File: src/rtl/uart_packet_scheduler.sv
// rtl/uart_packet_scheduler.sv - round-robin Y/U/V packet arbiter and UART byte serialiser
// Optional feature macro: UART_SCHED_FRAME_MARKER_EN (end-of-frame marker byte between packets)
module uart_packet_scheduler #(
    parameter int         PacketLength = 6,
    parameter int         IdModulus    = 255,
    parameter logic [7:0] FrameMarker  = 8'hFF
) (
    input  logic                          CLK,
    input  logic                          RST,
    input  logic [2:0]                    i_req,
    input  logic [8*(PacketLength-1)-1:0] i_body_y,
    input  logic [8*(PacketLength-1)-1:0] i_body_u,
    input  logic [8*(PacketLength-1)-1:0] i_body_v,
    input  logic                          i_frame_end,
    input  logic                          i_uart_allowed,
    output logic [2:0]                    o_grant,
    output logic [7:0]                    o_frame,
    output logic                          o_uart_ready,
    output logic                          o_busy
);

    localparam int              BodyW   = 8 * (PacketLength - 1);
    localparam int              CntW    = $clog2(PacketLength + 1);
    localparam logic [CntW-1:0] LastCnt = CntW'(PacketLength - 1);
    localparam logic [7:0]      LastId  = 8'(IdModulus - 1);

`ifdef UART_SCHED_FRAME_MARKER_EN
    typedef enum logic [1:0] {IDLE, SEND, MARKER} state_t;
    logic pending;
    logic do_marker;
`else
    typedef enum logic [1:0] {IDLE, SEND} state_t;
    logic unused_marker_cfg;
    assign unused_marker_cfg = i_frame_end | (|FrameMarker);
`endif

    state_t            state;
    state_t            state_next;
    logic [7:0]        id;
    logic [1:0]        ptr;
    logic [1:0]        gidx;
    logic [CntW-1:0]   cnt;
    logic [BodyW-1:0]  body;
    logic [1:0]        cand1;
    logic [1:0]        cand2;
    logic [1:0]        sel_idx;
    logic              sel_valid;
    logic [BodyW-1:0]  sel_body;
    logic              strobe_ok;
    logic              do_grant;
    logic              do_strobe;

    assign o_busy = (state != IDLE);

    // A byte may go out only when the UART allows it, never right after a strobe,
    // and not in the grant cycle while the body register is being loaded.
    assign strobe_ok = i_uart_allowed && !o_uart_ready && (o_grant == 3'b000);

    // Round-robin pick: first requester at or above the pointer, wrapping Y->U->V->Y
    always_comb begin
        cand1     = (ptr == 2'd2) ? 2'd0 : ptr + 2'd1;
        cand2     = (ptr == 2'd0) ? 2'd2 : ptr - 2'd1;
        sel_valid = 1'b1;
        sel_idx   = ptr;
        if (i_req[ptr])        sel_idx = ptr;
        else if (i_req[cand1]) sel_idx = cand1;
        else if (i_req[cand2]) sel_idx = cand2;
        else                   sel_valid = 1'b0;
        case (sel_idx)
            2'd0:    sel_body = i_body_y;
            2'd1:    sel_body = i_body_u;
            default: sel_body = i_body_v;
        endcase
    end

    // Next-state and per-cycle action decode
    always_comb begin
        state_next = state;
        do_grant   = 1'b0;
        do_strobe  = 1'b0;
`ifdef UART_SCHED_FRAME_MARKER_EN
        do_marker  = 1'b0;
`endif
        case (state)
            IDLE: begin
`ifdef UART_SCHED_FRAME_MARKER_EN
                if (pending) state_next = MARKER;
                else
`endif
                if (sel_valid) begin
                    do_grant   = 1'b1;
                    state_next = SEND;
                end
            end
            SEND: begin
                if (strobe_ok) begin
                    do_strobe = 1'b1;
                    if (cnt == LastCnt) state_next = IDLE;
                end
            end
`ifdef UART_SCHED_FRAME_MARKER_EN
            MARKER: begin
                if (strobe_ok) begin
                    do_marker  = 1'b1;
                    state_next = IDLE;
                end
            end
`endif
            default: state_next = IDLE;
        endcase
    end

    // FSM state register
    always_ff @(posedge CLK) begin
        if (!RST) state <= IDLE;
        else      state <= state_next;
    end

    // Packet datapath: latch body on grant, shift bytes out, roll ID and pointer at packet end
    always_ff @(posedge CLK) begin
        if (!RST) begin
            id           <= 8'h00;
            ptr          <= 2'd0;
            gidx         <= 2'd0;
            cnt          <= '0;
            body         <= '0;
            o_grant      <= 3'b000;
            o_frame      <= 8'h00;
            o_uart_ready <= 1'b0;
`ifdef UART_SCHED_FRAME_MARKER_EN
            pending      <= 1'b0;
`endif
        end else begin
            o_grant      <= 3'b000;
            o_uart_ready <= 1'b0;
            if (do_grant) begin
                body    <= sel_body;
                gidx    <= sel_idx;
                o_grant <= 3'b001 << sel_idx;
                cnt     <= '0;
            end
            if (do_strobe) begin
                o_uart_ready <= 1'b1;
                cnt          <= cnt + CntW'(1);
                if (cnt == '0) begin
                    o_frame <= id;
                end else begin
                    o_frame <= body[BodyW-1 -: 8];
                    body    <= {body[BodyW-9:0], 8'h00};
                end
                if (cnt == LastCnt) begin
                    id  <= (id == LastId) ? 8'h00 : id + 8'd1;
                    ptr <= (gidx == 2'd2) ? 2'd0 : gidx + 2'd1;
                end
            end
`ifdef UART_SCHED_FRAME_MARKER_EN
            if (do_marker) begin
                o_frame      <= FrameMarker;
                o_uart_ready <= 1'b1;
                pending      <= 1'b0;
            end
            if (i_frame_end) pending <= 1'b1;
`endif
        end
    end

endmodule

File: config.mk
export PLATFORM = sky130hd
export DESIGN_NAME = uart_packet_scheduler
export DESIGN_NICKNAME = d
export VERILOG_FILES = /design/src/rtl/uart_packet_scheduler.sv
export SDC_FILE = /design/constraint.sdc
export NUM_CORES = 1
export LEC_CHECK = 0
export CAP_MARGIN = 20
export CORE_MARGIN = 8
export CORE_UTILIZATION = 45
export CTS_CLUSTER_SIZE = 8
export DETAILED_ROUTE_END_ITERATION = 8
export GPL_ROUTABILITY_DRIVEN = 0
export PLACE_DENSITY = 0.89
export SYNTH_ARGS = -nofsm -noshare
export SYNTH_HDL_FRONTEND = slang
export SYNTH_SLANG_ARGS = --single-unit
File: constraint.sdc
create_clock -name CLK -period 7.25 [get_ports CLK]
set_input_delay 1.45 -clock CLK [delete_from_list [all_inputs] [get_ports CLK]]
set_output_delay 1.45 -clock CLK [all_outputs]
set_load 0.05 [all_outputs]
==> results.md, run 1 <==
Logic synthesis:
- Synthesis handed over a netlist of 417 instances.
- The dominant cell type by area after synthesis is sky130_fd_sc_hd__dfxtp_1.
- The number of nets in the synthesized netlist is 552.
- After synthesis, the cell types taking the most area are sky130_fd_sc_hd__dfxtp_1 (38%), sky130_fd_sc_hd__a21oi_1 (10%), sky130_fd_sc_hd__mux2_2 (10%).
- The register bit count reported by yosys is 68.
- The per-instance average area after synthesis is 8.674 sq um.
- The share of the Yosys chip area taken by registers is 37.63%.
- For this run, the leading register cell type out of synthesis is sky130_fd_sc_hd__dfxtp_1.
- Synthesis instantiated 37 different standard cells from the library.
- The top-area cell type share of the netlist area is 37.63%.
- The number of enable flip-flop cells after synthesis is 0.
- In this run the cell area of the synthesized design comes to 3617 sq um.
- The number of warnings issued by yosys is 0.
- The share of async-settable or async-resettable flops after synthesis is 0%.

Power and ir drop:
- The internal cell power is 0.0007131 W.
- The clock network fraction of total power is 35.7%.
- Dividing total power by cell area gives a power density of 188.4 nW/um^2.
- The relative contribution of combinational cells to total power is 21.6%.
- The worst-case IR drop observed on VDD is 0.1126 mV.
- The leakage component of the power is 1.948 nW.
- In this run switching power makes up 27.67% of total power.
- The switching power total is 0.0002728 W.
- In this run, flip-flops and latches consume 42.7% of the power.

Critical path:
- The end of the worst register-to-register path is body[33].
- On the critical path the largest part of the delay comes from compound AO/OA/AOI/OAI gates.
- The worst setup path is of the in2reg kind.
- At the worst endpoint, the required time is 7.49 ns.
- The worst setup path is launched from an input port.
- Together, buffers and inverters on the worst path number 2.
- On the worst path, the slowest cell contributes a delay of 0.78 ns.
- For the worst setup path, the data arrival time is 4.37 ns.
- The slowest stage of the critical path belongs to the cell sky130_fd_sc_hd__o41a_2.
- The signal on the critical path passes through clkdlybuf4s50_1, a21boi_1, o41a_2, nand2_1, buf_8, o221ai_1, a21oi_1.
- Of all nets on the critical path, the largest fanout is 44.
- The minimum setup slack among reg-to-reg paths is 3.75 ns.
- The critical path startpoint is i_req[1].
- The launching point of the worst reg2reg path is ptr[0].
- The number of cells traversed by the worst register-to-register path is 9.
- STA classifies the critical path endpoint as a flip-flop.
- The number of logic stages on the critical path including buffering is 7.

Timing:
- The final hold violation count is 0.
- The final worst-path setup slack is 3.124 ns.
- The final number of max-transition violations is 0.
- The share of the clock period used by the worst path is 56.91%.
- Clock skew on the completed layout was measured at 0.01214 ns.
- The clock period minus worst slack is 4.126 ns.
- The summed negative setup slack over all endpoints is 0 ns.
- The worst-margin pin slew is 0.9218 ns.
- Setup violations remaining at the end of the flow were counted as 0.
- For this run, the top clock speed supported by timing is 242.4 MHz.
- The remaining max-slew budget at the tightest pin is 38.55%.
- Setup repair after global routing left no endpoint under its margin.

Global route:
- The global route total overflow is 0.
- The initial antenna violation count is 0.
- Global routing used 21.03% of the available tracks.
- The via count of the first global-routing pass is 3869.
- The first-pass GRT wire length is 19080 um.
- The largest net degree at the start of global routing is 45.

Final layout:
- The number of filler cells placed in the layout is 644.
- The repair_antennas step left the layout with diodes totalling 0.
- At the end of the flow, the number of nets in the layout was 671.
- The area growth from synthesis to layout is 44.66%.
- The post-route netlist has 10.35% of its cells at a drive strength greater than 1.

Drt:
- The pre-antenna-repair detailed-routing pass consisted of 4 iterations.
- The count of antenna-violating nets left after detailed routing is 0.
- The first routing iteration left 222 violations.
- Dividing the detail-routed wire length by the instance count gives 18.41 um.
- The final layout contains routed wiring with a total length of 11840 um.
- For this run, design rule violations remaining after detail routing come to 0.
- The vias per cell is 5.720.
- The detailed-route via count is 3678.

Floorplan:
- The area of the core region is 7767 sq um.
- The die is 105.7 um tall.
- The die area is 11160 sq um.
- The initial cell density of the core is 46.57%.
- The floorplan row count is 32.
- The die is 105.7 um wide.
- Pin placement for this block handled 140 I/O pins.

Worst hold path:
- For hold timing, the worst endpoint is o_frame[7].
- In this run the most critical hold path is launched from o_frame[7].
- The kind of path behind the tightest hold check is reg2reg.
- The count of cells along the worst hold path is 2.

Clock network:
- The H-tree level count is 3.
- At the later pin of the worst-skew pair, clock insertion delay measures 0.36 ns.
- The number of setup buffers added after CTS is 0.
- The tree built by TritonCTS fans out to 68 sinks.
- TritonCTS built the clock tree.
- Hold repair after CTS inserted 0 buffers.
- The deepest clock path buffer count is 2.
- In this run, CTS created clock tree buffers numbering 9.
- The root buffer selected by CTS is sky130_fd_sc_hd__clkbuf_8.
- The clock-pin slew on the worst setup and hold paths is 0.08 ns.
- After clock tree synthesis, the repair step resized 0 gates.

Run status:
- The run finished with clean final reports.

Place:
- The worst-case setup slack after placement is 2.784 ns.
- In this run the tool buffered the top-level ports with 138 buffer cells.
- Detailed placement finished with a half-perimeter wire length of 8761 um.

Job:
- Across the run, the number of max-cap violations was 0.
## per-stage QoR
step / util, % / std cells / total power [W] / hold WS [ns] / instance area (sq um)
2_1_floorplan: - / 417 / 0.0005354 / 0.4502 / 3617
3_5_place_dp: 64.48 / 627 / 0.0006412 / 0.4811 / 5009
5_1_grt: 67.36 / 643 / 0.001026 / 0.5203 / 5233
6_report: 67.36 / 643 / 0.0009859 / 0.4986 / 5233
3_3_place_gp: 64.29 / 626 / 0.0006345 / 0.4689 / 4994
4_1_cts: 67.36 / 643 / 0.0009884 / 0.4930 / 5233
## cells by family after synthesis
logic type,share of synthesized area (%)
AOI/OAI and AO/OA,24.91
and+or+nand+nor,12.42
DFF,37.63
muxes,14.94
buffers and inverters,5.396
xor gates and xnor gates,1.937
adders and majority gates,2.767
## layer usage
metal | vias to the layer above | GRT usage, % | share of wire (%)
met5 | - | 0 | 0
met4 | 0 | 8.241 | 2.2
met3 | 22 | 6.699 | 8.3
met2 | 148 | 36.82 | 50
met1 | 1730 | 23.07 | 40
li1 | 1778 | - | -
## final cells by class
class | instances | area (sq um) | share of cell area, %
clock inverter | 7 | 100.1 | 1.913
multi-input combinational | 306 | 2063 | 39.43
sequential | 68 | 1361 | 26.02
inverter | 8 | 30.03 | 0.5739
timing repair buffer | 143 | 1426 | 27.26
tap | 102 | 127.6 | 2.439
clock buffer | 9 | 123.9 | 2.367
## layout by cell type (no fill, tap or decap), drive strengths merged, types with 4 or more instances in the layout
master,synthesis,layout
o21ai,13,13
clkbuf,12,9
xor2,7,7
mux2,32,32
nor3,5,5
a211oi,9,9
a22oi,8,8
ha,8,8
mux2i,18,18
o221ai,33,33
inv,7,8
dfxtp,68,68
and3,6,6
clkdlybuf4s50,0,138
buf,23,5
a21oi,72,72
nor2,23,23
nand2,41,41
nand3,6,6
nand2b,4,4
## worst max-delay path by stage
stage | end
after floorplan | body[19]
after global placement | body[10]
after detailed placement | body[28]
after CTS | body[33]
after global routing | body[32]
final | body[33]
## sequential cells by signal, indices dropped and copies added, names as in the netlist
register      count
id                8
state             1
o_grant           3
gidx              2
body             40
o_frame           8
cnt               3
ptr               2
o_uart_ready      1
## cells in the mapped netlist, types with 8 or more instances
master	n
sky130_fd_sc_hd__a21oi_1	72
sky130_fd_sc_hd__dfxtp_1	68
sky130_fd_sc_hd__nand2_1	41
sky130_fd_sc_hd__o221ai_1	33
sky130_fd_sc_hd__mux2_2	32
sky130_fd_sc_hd__nor2_1	23
sky130_fd_sc_hd__buf_2	21
sky130_fd_sc_hd__mux2i_1	18
sky130_fd_sc_hd__clkbuf_1	12
sky130_fd_sc_hd__o21ai_1	10
sky130_fd_sc_hd__a211oi_1	9
sky130_fd_sc_hd__a22oi_1	8
sky130_fd_sc_hd__ha_1	8
## worst min-delay path, stage by stage (launching register included)
cell and delay [ns]:
sky130_fd_sc_hd__dfxtp_1 0.31, sky130_fd_sc_hd__nor2_1 0.09, sky130_fd_sc_hd__a211oi_1 0.05
## power groups by stage
stage               registers, W  logic [W]  clock network (W)
detailed placement      0.000430   0.000211                  0
CTS                     0.000421   0.000212           0.000355
global route            0.000425   0.000228           0.000374
floorplan               0.000438  0.0000979                  0
finish                  0.000421   0.000213           0.000352
global placement        0.000429   0.000206                  0
(Power assumes the default switching activity.)
==> run 2: changes to the inputs <==
CORE_UTILIZATION = 44   (was 45)
PLACE_DENSITY = 0.87   (was 0.89)
clock period = 4.2 ns   (was 7.25 ns; I/O delays follow)
==> run 2 against run 1 <==
Compared with the run above:
- sequential share of layout area is 0.19 points higher
- wire length is 1.1% lower
- worst setup slack worse by 1.8 ns
- critical path depth is 1 higher
- largest power group unchanged
- global-route usage is 0.91 points lower
- critical path type unchanged
- hold slack worse by 0.0076 ns
==> results.md, run 2 (synthesized netlist as in run 1, its figures left out) <==
Run status:
- The flow ran to the end, and the final reports show no timing, DRC or antenna violations.

Critical path:
- The worst setup path is of the in2reg kind.
- STA classifies the critical path startpoint as an input port.
- The master of the slowest instance on the critical path is sky130_fd_sc_hd__nor3b_2.
- The endpoint class of the critical path is a flip-flop.
- The required time of the worst setup path is 4.47 ns (-3.02 ns).
- The signal on the critical path passes through clkdlybuf4s50_1, mux2i_1, o21ai_1, o41a_2, buf_4, nor3b_2, a22oi_1, o21ai_1.
- The largest stage delay on the critical path was 0.53 ns (-0.25 ns).
- Counting stages on the worst path, the most repeated cell is sky130_fd_sc_hd__o21ai_1.
- The worst-path maximum fanout is 42 (-4.5%).
- The data arrival time at the worst-slack endpoint is 3.19 ns (-1.18 ns).

Drt:
- The vias per cell is 5.648 (-1.3%).
- The final routed DRC violation total is 0 (unchanged).
- The amount of wire on met2 after detailed routing is 5895 um (-0.29%).
- The first-pass iteration count of the detailed router is 4 (unchanged).
- After detailed routing, no signal wire sits above met4.
- The detailed-route via count came to 3660 (-0.49%).
- The total length of routed wires is 11710 um (-1.1%).
- The iteration-0 DRC count of the detailed router came to 312 (+41%).
- The count of antenna-violating nets left after detailed routing is 0 (unchanged).
- The detailed-route wire length per cell is 18.07 um (-1.9%).
- The total length of routed met3 wires is 869 um (-11%).
- The wire length on met1 is 4773 um (+1.9%).

Place:
- The number of port buffers is 138 (unchanged).
- The half-perimeter wire length of the detailed placement result is 8716 um (-0.51%).

Global route:
- The first-pass GRT wire length is 18660 um (-2.2%).
- The largest net degree at the start of global routing is 43 (-4.4%).
- The global route total overflow was 0 (unchanged).
- The global routing usage summed across all routing layers is 20.11% (-0.91 points).
- The via count of the first global-routing pass came to 3886 (+0.44%).
- The initial antenna violation count came to 0 (unchanged).

Timing:
- The summed negative setup slack over all endpoints came to 0 ns (unchanged).
- Timing would allow up to 342.4 MHz.
- The worst-margin pin slew came to 0.9160 ns (-0.005801 ns).
- In the finished design, the share of the clock period the worst path needs comes to 69.53%.
- The smallest hold slack is 0.4910 ns (-0.007605 ns).
- The final number of max-transition violations is 0 (unchanged).
- The setup clock skew after layout is 0.007247 ns (-0.004894 ns).
- Setup repair after global routing left no endpoint under its margin.
- The clock period minus worst slack is 2.920 ns.
- The remaining max-slew budget at the tightest pin came to 38.94% (+0.39 points).
- The final hold violation count is 0 (unchanged).
- The final-report setup violation count is 0 (unchanged).

Final layout:
- The number of nets in the layout is 673 (+0.30%).
- In the layout the commonest cells are sky130_fd_sc_hd__clkdlybuf4s50_1 (138), sky130_fd_sc_hd__a21oi_1 (72), sky130_fd_sc_hd__dfxtp_1 (68).
- The total area of sequential cells is 1361 sq um (unchanged).
- The largest registers in the layout are body: 40 flops, id: 8 flops, o_frame: 8 flops.
- The most common cell after layout, fill and taps aside is sky130_fd_sc_hd__clkdlybuf4s50_1.
- The number of filler cells placed in the layout is 667 (+3.6%).
- The number of flip-flops in the largest register came to 40 (unchanged).
- The combined area of the multi-input logic cells is 2063 sq um (unchanged).
- The antenna diode count is 0 (unchanged).
- The proportion of layout cells with a drive suffix above 1 is 9.945% (-0.41 points).
- The post-synthesis to final-layout area growth is 43.62%.
- Counting flops per register, the top entry is body.

Floorplan:
- The area of the core region is 8093 sq um (+4.2%).
- The x dimension of the die came to 106.7 um (+0.96%).
- The floorplan row count is 33 (+3.1%).
- The die area came to 11380 sq um (+1.9%).
- The die height came to 106.7 um (+0.96%).
- The initial cell density of the core is 44.70% (-1.9 points).
- The boundary pin count is 140 (unchanged).

Clock network:
- The root buffer selected by CTS is sky130_fd_sc_hd__clkbuf_8.
- The number of setup buffers added after CTS is 0 (unchanged).
- The insertion delay to the later sink of the worst-skew pair came to 0.34 ns (-0.02 ns).
- The CTS sink count came to 68 (unchanged).
- The deepest clock path buffer count is 2 (unchanged).
- The H-tree level count came to 3 (unchanged).
- The number of hold buffers added after cts was 0 (unchanged).
- The clock tree from TritonCTS is done.
- The clock buffer count from CTS came to 9 (unchanged).
- The post-cts resize count was 0 (unchanged).
- The clock-pin slew on the worst setup and hold paths is 0.07 ns (about the same).

Worst hold path:
- The min-delay analysis places its worst path in the category reg2reg.

Power and ir drop:
- The total power density per cell area is 300.2 nW/um^2 (+59%).
- The leakage component of the power was 1.943 nW (-0.23%).
- The peak supply drop is 0.1716 mV (+52%).

Job:
- The number of max-cap violations came to 0 (unchanged).
run 2: changes by cell type in the layout (fill, tap and decap cells not counted), sizes merged:
cell	before	now
clkbuf	9	14
clkinv	2	3
bufinv	2	0
clkinvlp	3	0
inv	8	7
buf	5	7
run 2: through the flow:
stage	utilization (%)	instance area, sq um	std cells	worst slack (ns)	power (W)
after floorplan	-	3617	417	1.872	0.0009243
after global placement	62.18	5032	632	1.059	0.001096
after detailed placement	62.18	5032	632	0.9669	0.001107
after CTS	64.19	5195	648	1.318	0.001562
after global routing	64.19	5195	648	1.115	0.001625
final	64.19	5195	648	1.280	0.001560
run 2: cell type report:
class | instances | area share [%]
well taps | 105 | 2.529
clock buffers | 14 | 2.938
flip-flops and latches | 68 | 26.20
clock inverters | 2 | 0.1927
multi-input cells | 306 | 39.72
repair buffers | 145 | 27.84
inverters | 8 | 0.5780
run 2: worst paths after layout:
check | start | endpoint | slack [ns] | cells after the start
max | i_req[0] | body[3] | 1.28 | 8
min | gidx[1] | gidx[1] | 0.49 | 2
max reg2reg | ptr[0] | body[3] | 1.33 | 8
min reg2reg | gidx[1] | gidx[1] | 0.49 | 2
run 2: power breakdown:
part,internal (W),total [W],leakage (nW),switching (W)
Sequential,0.000696,0.000728,0.560,0.0000317
Clock,0.000230,0.000463,0.0844,0.000234
Combinational,0.000200,0.000368,1.30,0.000168
Total,0.00113,0.00156,1.94,0.000434
run 2: worst max-delay path, delay by kind of cell:
family	cells	cell delay, ns
buffers and inverters	2	0.77
AOI/OAI and AO/OA	4	0.84
muxes	1	0.20
and+or+nand+nor	1	0.53
run 2: per-layer routing:
layer  track usage (%)  vias to the layer above
met3             5.639                       14
met5                 0                        -
li1                  -                     1787
met4             6.432                        0
met2             34.77                      143
met1             23.45                     1716
==> run 3: changes to the inputs <==
clock period = 2.7 ns   (was 4.2 ns; I/O delays follow)
==> run 3 against run 2 <==
Compared with the run above:
- wire length grew 0.55%
- register-to-register slack lost 1.1 ns
- non-clock buffer count grew 11
- via count grew 1.9%
- power grew 66%
- largest power group unchanged
==> results.md, run 3 (synthesized netlist as in run 1, its figures left out) <==
Clock network:
- The deepest clock path buffer count came to 2 (unchanged).
- The H-tree level count came to 3 (unchanged).
- The clock buffer count from CTS is 9 (unchanged).
- The CTS sink count is 68 (unchanged).
- The insertion delay to the later sink of the worst-skew pair is 0.34 ns (about the same).
- The clock-pin slew on the worst setup and hold paths is 0.08 ns (about the same).
- TritonCTS built the clock tree.
- CTS placed an instance of sky130_fd_sc_hd__clkbuf_8 at the clock tree root.

Global route:
- The global route total overflow is 0 (unchanged).
- The global routing usage summed across all routing layers is 20.21% (+0.099 points).
- The first-pass GRT wire length is 18780 um (+0.66%).
- The largest net degree at the start of global routing is 38 (-12%).
- The initial antenna violation count was 0 (unchanged).
- The via count of the first global-routing pass is 3898 (+0.31%).

Drt:
- The detailed-route wire length per cell is 17.86 um (-1.1%).
- The first-pass iteration count of the detailed router was 4 (unchanged).
- The vias per cell is 5.659 (+0.18%).
- The detailed-route via count is 3729 (+1.9%).
- The final routed DRC violation total was 0 (unchanged).
- The iteration-0 DRC count of the detailed router is 210 (-33%).
- The total length of routed wires is 11770 um (+0.55%).
- The count of antenna-violating nets left after detailed routing is 0 (unchanged).

Job:
- The number of max-cap violations is 0 (unchanged).

Final layout:
- The proportion of layout cells with a drive suffix above 1 came to 12.64% (+2.7 points).
- In the final layout, the registers with the most flip-flops are body: 40 flops, id: 8 flops, o_frame: 8 flops.
- The antenna diode count came to 0 (unchanged).
- From synthesis to final layout, the design area changed by 47.91%.
- The number of nets in the layout came to 684 (+1.6%).
- The number of flip-flops in the largest register came to 40 (unchanged).
- The filler-free cell count of the finished design was 659 (+1.7%).
- In the layout the commonest cells are sky130_fd_sc_hd__clkdlybuf4s50_1 (138), sky130_fd_sc_hd__a21oi_1 (72), sky130_fd_sc_hd__dfxtp_1 (67).
- Leaving out fill and tap cells, the most frequent cell in the layout is sky130_fd_sc_hd__clkdlybuf4s50_1.
- The largest register by flop count is body.
- The number of filler cells placed in the layout is 646 (-3.1%).

Timing:
- The final hold violation count came to 0 (unchanged).
- The final-report setup violation count is 0 (unchanged).
- Setup repair after global routing left no endpoint under its margin.
- The remaining max-slew budget at the tightest pin was 59.16% (+20 points).
- The smallest hold slack is 0.5013 ns (+0.01033 ns).
- The highest achievable clock rate is 397.6 MHz.
- The worst-margin pin slew was 0.6085 ns (-0.3074 ns).
- The setup clock skew after layout is 0.008402 ns (+0.001155 ns).
- The summed negative setup slack over all endpoints is 0 ns (unchanged).
- The final number of max-transition violations is 0 (unchanged).
- The share of the clock period used by the worst path is 93.15%.
- The worst path needs 2.515 ns of the cycle, external delays included.

Power and ir drop:
- The leakage component of the power is 2.021 nW (+4.0%).
- The overall power of the completed layout is 0.002587 W (+66%).
- The total power density per cell area is 483.5 nW/um^2 (+61%).
- The peak supply drop is 0.2431 mV (+42%).

Floorplan:
- The x dimension of the die is 106.7 um (unchanged).
- The boundary pin count came to 140 (unchanged).
- The floorplan row count is 33 (unchanged).
- The initial cell density of the core is 44.70% (unchanged).
- The area of the core region is 8093 sq um (unchanged).
- The die area was 11380 sq um (unchanged).
- The die height came to 106.7 um (unchanged).

Critical path:
- The critical path buffer and inverter count was 2 (unchanged).
- The largest stage delay on the critical path is 0.50 ns (-0.03 ns).
- STA classifies the critical path startpoint as a flip-flop.
- The required time of the worst setup path is 2.93 ns (-1.54 ns).
- STA classifies the critical path endpoint as a flip-flop.
- Among all stages on the critical path, the largest delay is contributed by sky130_fd_sc_hd__or4_1.
- The start-to-end type of the worst setup path is reg2reg.
- The data arrival time at the worst-slack endpoint came to 2.75 ns (-0.44 ns).
- The worst-path maximum fanout is 17 (-60%).
- Traced cell by cell, the critical path runs through inv_1, ha_1, nor2_1, o21a_1, or4_1, and3_2, buf_4, a21oi_1, a21oi_1.
- The cell that appears most often on the critical path is sky130_fd_sc_hd__a21oi_1.
- The cell family contributing the most delay on the critical path is simple AND/OR/NAND/NOR gates.

Run status:
- The run finished with clean final reports.

Place:
- The half-perimeter wire length of the detailed placement result is 8895 um (+2.1%).
- The number of port buffers is 138 (unchanged).
- The total placed cells including tap cells is 643 (+1.7%).

Worst hold path:
- The path class of the tightest hold or removal check is reg2reg.
run 3: worst paths after layout:
| kind | startpoint | endpoint | slack (ns) | cells after the start |
|---|---|---|---|---|
| max reg2reg | ptr[0] | body[28] | 0.19 | 9 |
| min reg2reg | o_frame[1] | o_frame[1] | 0.50 | 2 |
| min | o_frame[1] | o_frame[1] | 0.50 | 2 |
| max | ptr[0] | body[28] | 0.19 | 9 |
run 3: repair_timing:
action                     4_1_cts  5_1_grt
setup endpoints to repair        0       30
gates resized for setup          0        1
hold buffers                     0        0
buffers inserted                 0        0
run 3: per-layer routing:
| metal | global-route usage, % | up-vias | routed length, um |
|---|---|---|---|
| li1 | - | 1802 | - |
| met1 | 22.14 | 1726 | 4521 |
| met2 | 35.83 | 180 | 5944 |
| met3 | 6.359 | 21 | 1097 |
| met4 | 7.236 | 0 | 209 |
| met5 | 0 | - | 0 |
run 3: layout make-up:
| class | instances | area (sq um) | share of cell area (%) |
|---|---|---|---|
| clock inverters | 6 | 71.32 | 1.333 |
| inverters | 8 | 30.03 | 0.5613 |
| flip-flops and latches | 68 | 1363 | 25.47 |
| multi-input cells | 306 | 2063 | 38.56 |
| clock buffers | 10 | 137.6 | 2.572 |
| well taps | 105 | 131.4 | 2.456 |
| repair buffers | 156 | 1554 | 29.05 |
run 3: power breakdown:
| part | leakage [nW] | switching, W | internal [W] |
|---|---|---|---|
| Combinational | 1.36 | 0.000264 | 0.000327 |
| Sequential | 0.561 | 0.0000493 | 0.00108 |
| Clock | 0.0991 | 0.000407 | 0.000458 |
| Total | 2.02 | 0.000720 | 0.00187 |
run 3: worst min-delay path, stage by stage, from the launching register on:
cell,delay (ns)
sky130_fd_sc_hd__dfxtp_1,0.31
sky130_fd_sc_hd__nor2_1,0.09
sky130_fd_sc_hd__a211oi_1,0.05
run 3: through the flow:
| stage | area, sq um | setup slack [ns] | util, % |
|---|---|---|---|
| 6_report | 5350 | 0.1851 | 66.11 |
| 5_1_grt | 5350 | 0.03224 | 66.11 |
| 4_1_cts | 5349 | 0.1078 | 66.09 |
| 3_5_place_dp | 5140 | 0.002240 | 63.51 |
| 3_3_place_gp | 5140 | 0.1146 | 63.51 |
| 2_1_floorplan | 3617 | 0.3718 | - |
